**config.mk**
```make
export PLATFORM = sky130hd
export DESIGN_NAME = fpmul_result_queue
export DESIGN_NICKNAME = d
export VERILOG_FILES = /design/src/rtl/fpmul_result_queue.sv
export SDC_FILE = /design/constraint.sdc
export NUM_CORES = 1
export LEC_CHECK = 0
export BUFFER_PORTS_ARGS = -buffer_cell sky130_fd_sc_hd__buf_2
export CORE_MARGIN = 2
export CORE_UTILIZATION = 40
export CTS_CLUSTER_DIAMETER = 60
export DETAILED_ROUTE_END_ITERATION = 8
export GPL_ROUTABILITY_DRIVEN = 0
export PLACE_DENSITY = 0.6
export SETUP_SLACK_MARGIN = 0.15
export SYNTH_ARGS = -nofsm -noshare
export SYNTH_HDL_FRONTEND = slang
export SYNTH_SLANG_ARGS = --single-unit
export TNS_END_PERCENT = 100
```
**constraint.sdc**
```tcl
create_clock -name clk -period 5.65 [get_ports clk]
set_clock_uncertainty 0.05 [all_clocks]
set_input_delay 1.695 -clock clk [delete_from_list [all_inputs] [get_ports clk]]
set_output_delay 1.695 -clock clk [all_outputs]
set_load 0.01 [all_outputs]
```
**src/rtl/fpmul_result_queue.sv**
```systemverilog
// FP32 product capture FIFO (first-word-fall-through, 1-cycle latency, no bypass); in_ready drops at DEPTH.
// Sticky exception flags always built; saturating counters only with FPMUL_RESQ_STATS_EN.
module fpmul_result_queue #(
  parameter int DEPTH = 4,
  parameter int CNT_W = 16
) (
  input  logic                     clk,
  input  logic                     rst,
  input  logic                     in_valid,
  output logic                     in_ready,
  input  logic [31:0]              in_product,
  input  logic                     in_overflow,
  input  logic                     in_underflow,
  output logic                     out_valid,
  input  logic                     out_ready,
  output logic [31:0]              out_product,
  output logic [2:0]               out_flags,
  output logic [$clog2(DEPTH):0]   level,
  output logic                     sticky_ovf,
  output logic                     sticky_unf,
  input  logic                     clear_sticky,
  output logic [CNT_W-1:0]         ovf_count,
  output logic [CNT_W-1:0]         unf_count
);

  localparam int AW = $clog2(DEPTH);
  localparam int LW = AW + 1;

  typedef struct packed {
    logic [31:0] product;
    logic        zero;
    logic        ovf;
    logic        unf;
  } entry_t;

  entry_t          mem [DEPTH];
  entry_t          wr_entry;
  entry_t          head;
  logic [AW-1:0]   wr_ptr;
  logic [AW-1:0]   rd_ptr;
  logic            push;
  logic            pop;

  // Handshake qualifiers come from the level register only, never from in_valid/out_ready.
  assign in_ready  = (level != LW'(DEPTH));
  assign out_valid = (level != '0);
  assign push      = in_valid & in_ready;
  assign pop       = out_valid & out_ready;

  // Sign bit is ignored so that -0 is classified as zero as well.
  assign wr_entry = {in_product, (in_product[30:0] == 31'd0), in_overflow, in_underflow};
  assign head     = mem[rd_ptr];

  assign out_product = out_valid ? head.product : 32'd0;
  assign out_flags   = out_valid ? {head.zero, head.ovf, head.unf} : 3'b000;

  always_ff @(posedge clk) begin
    if (push && !rst) begin
      mem[wr_ptr] <= wr_entry;
    end
  end

  always_ff @(posedge clk) begin
    if (rst) begin
      wr_ptr <= '0;
      rd_ptr <= '0;
      level  <= '0;
    end else begin
      if (push) wr_ptr <= wr_ptr + AW'(1);
      if (pop)  rd_ptr <= rd_ptr + AW'(1);
      case ({push, pop})
        2'b10:   level <= level + LW'(1);
        2'b01:   level <= level - LW'(1);
        default: level <= level;
      endcase
    end
  end

  // A flagged push in the same cycle as a clear leaves the flag set.
  always_ff @(posedge clk) begin
    if (rst) begin
      sticky_ovf <= 1'b0;
      sticky_unf <= 1'b0;
    end else begin
      if (push && in_overflow)  sticky_ovf <= 1'b1;
      else if (clear_sticky)    sticky_ovf <= 1'b0;
      if (push && in_underflow) sticky_unf <= 1'b1;
      else if (clear_sticky)    sticky_unf <= 1'b0;
    end
  end

`ifdef FPMUL_RESQ_STATS_EN
  function automatic logic [CNT_W-1:0] cnt_next(input logic [CNT_W-1:0] cnt,
                                                input logic inc, input logic clr);
    if (clr)                     return inc ? CNT_W'(1) : '0;
    else if (inc && cnt != '1)   return cnt + CNT_W'(1);
    else                         return cnt;
  endfunction

  always_ff @(posedge clk) begin
    if (rst) begin
      ovf_count <= '0;
      unf_count <= '0;
    end else begin
      ovf_count <= cnt_next(ovf_count, push & in_overflow, clear_sticky);
      unf_count <= cnt_next(unf_count, push & in_underflow, clear_sticky);
    end
  end
`else
  assign ovf_count = '0;
  assign unf_count = '0;
`endif

endmodule

```
==> metrics.csv <==
metric;value;unit
io_pins;113;
vias_per_cell;4.929;
hp-class;register to register;
die_width;128.2;um
tns;0;ns
synth_seq_cells;151;
critPathArrivalTime;2.32;ns
cpMaxStageDelayCell;dfxtp_2;
powerDensity;465.5;mW/mm2
fin_nets;464;
tritoncts;done;
fin_ws;1.588;ns
route.met3.wl;681;um
finalHoldViolCount;0;
cap_violations;0;
period_needed;4.062;ns
setup_viol;0;
start_kind;register;
seq_area;0.004427;mm2
maxSlewViolCount;0;
rows;45;
rsz0062_at_grt;no;
cts-resized-gates;0;
design.die.area;0.01643;mm2
coreArea;0.01515;mm2
start_util;40.72;%
cp_cell_sequence;buf_4 -> mux4_2 -> nor2b_1 -> buf_2;
highest_layer;met5;
tightest_slew;0.9804;ns
synth_flop_cell;edfxtp_1;
nFillCells;1284;
ys_types;32;
status;complete, no violations;
postCtsHoldBufs;0;
wire_per_inst;18.71;um
dr_wl_met2;5783;um
cts.sinks;151;
yosysSeqAreaShare;71.74;%
areaGrowthSynthToFinish;18.22;%
clockBufferDepth;2;
grt_util_all_layers;15.21;%
post-cts-setup-buffers;0;
period_share;71.89;%
ant_nets;0;
grt_pass1_wl;17990;um
synthCells;327;
synth-edff-count;140;
overflow;0;
cts-htree-levels;4;
cts_root_buf;clkbuf_16;
drt_iter0_drc;211;
place_area;0.006671;mm2
synthArstFlopShare;0;%
cp_num_buf_inv;2;
max_freq;246.2;MHz
grt_max_degree;36;
cp_max_fo;15;
slowest_delay;0.67;ns
met1_length;5032;um
dp_slack;1.932;ns
place_hpwl;6966;um
drive_above_1_share;36.57;%
grt_pass1_vias;3181;
multi_input_area;0.001523;mm2
syn-cell-area;0.006167;mm2
vdd_drop_max;0.2679;mV
antenna_found_initial;4;
drcViolationCount;0;
dr.pass1.iters;4;
io_buffers;80;
die_y;128.2;um
routed_wl;11620;um
num_vias;3061;
end_kind;primary output;
power;3394;uW
fin_util;48.14;%
clk_pin_slew;0.06;ns
numCtsBuffers;17;
maxSlewHeadroom;34.64;%
path_delay_family;flip-flops;
ys_warn_count;0;
final_area;0.007291;mm2
worstSkewPairLatency;0.41;ns
setup.worst_path.class;register to primary output;
required;3.90;ns
leakage;0.002585;uW
syn_area_per_cell;18.86;um2
Yosys cell counts (3+ instances only):
cell type	count	area, um2
mux4_2	35	788.3
nor2b_1	33	206.5
edfxtp_1	140	4204
nor3b_1	4	30.03
buf_6	4	45.04
nor2_1	10	37.54
buf_2	3	15.01
ha_1	5	62.56
buf_4	33	247.7
a21oi_1	3	15.01
inv_1	9	33.78
clkbuf_1	4	15.01
nor4_1	7	43.79
xor2_1	3	26.28
dfxtp_1	11	220.2
cell families after synthesis:
family	Yosys count	share of synthesized area, %
flops	151	71.74
mux	37	13.19
fa+ha+maj	6	1.339
xor+xnor	3	0.4261
buf+inv	54	5.863
simple gates	67	6.573
other cells	1	0.06081
compound gates	8	0.8116
worst register-to-register path, cell delays in order (launching register included):
cell     delay [ns]
dfxtp_1        0.40
or3b_4         0.43
and2_4         0.19
inv_1          0.18
ha_1           0.22
inv_1          0.06
fa_1           0.38
xor2_1         0.16
or3_2          0.40
a21oi_1        0.14
cell type report:
class / instances / area share, %
well taps: 188 / 3.226
repair buffers: 87 / 6.212
flip-flops and latches: 151 / 60.72
multi-input cells: 153 / 20.89
diodes: 1 / 0.03432
inverters: 9 / 0.4634
clock buffers: 19 / 5.938
clock inverters: 13 / 2.523
path summary, 6_finish.rpt:
check | from | cells past startpoint | slack [ns] | end
worst max-delay path | register | 4 | 1.59 | out_product[11]
worst min-delay path | rd_ptr[1] | 2 | 0.43 | register
worst min register to register | rd_ptr[1] | 2 | 0.43 | register
worst max register to register | level[2] | 9 | 2.97 | level[2]
registers in the layout, indices dropped and copies added, names as in the netlist, named ones only:
name / cells
mem: 140
level: 3
rd_ptr: 2
wr_ptr: 2
sticky_ovf: 1
sticky_unf: 1
report_power, final:
part,leakage (uW),switching (uW),internal [uW]
combinational,0.000923,448,404
sequential,0.00136,73.8,1300
clock,0.000302,396,772
total,0.00259,918,2480
cells in the final DEF (no fill, tap or decap), types with 7 or more instances in the layout:
cell       synthesis  layout
nor2_1            10      10
buf_2              3      80
edfxtp_1         140     140
mux4_2            35      35
conb_1             1      32
dfxtp_1           11       9
nor4_1             7       7
inv_1              9       9
clkbuf_16          0      17
nor2b_1           33      33
buf_4             33       7
per-stage QoR:
step,hold WS [ns],std cells
floorplan,0.4091,358
detailed placement,0.4239,588
CTS,0.4322,620
global route,0.4495,621
finish,0.4313,621
global placement,0.4109,588
metal layers:
metal  up-vias  track usage [%]
met3        12            5.801
met5         -                0
met4         6            4.913
li1       1392                -
met2       110            24.47
met1      1541            19.14
Note: power is estimated with default switching activity, not from simulation.
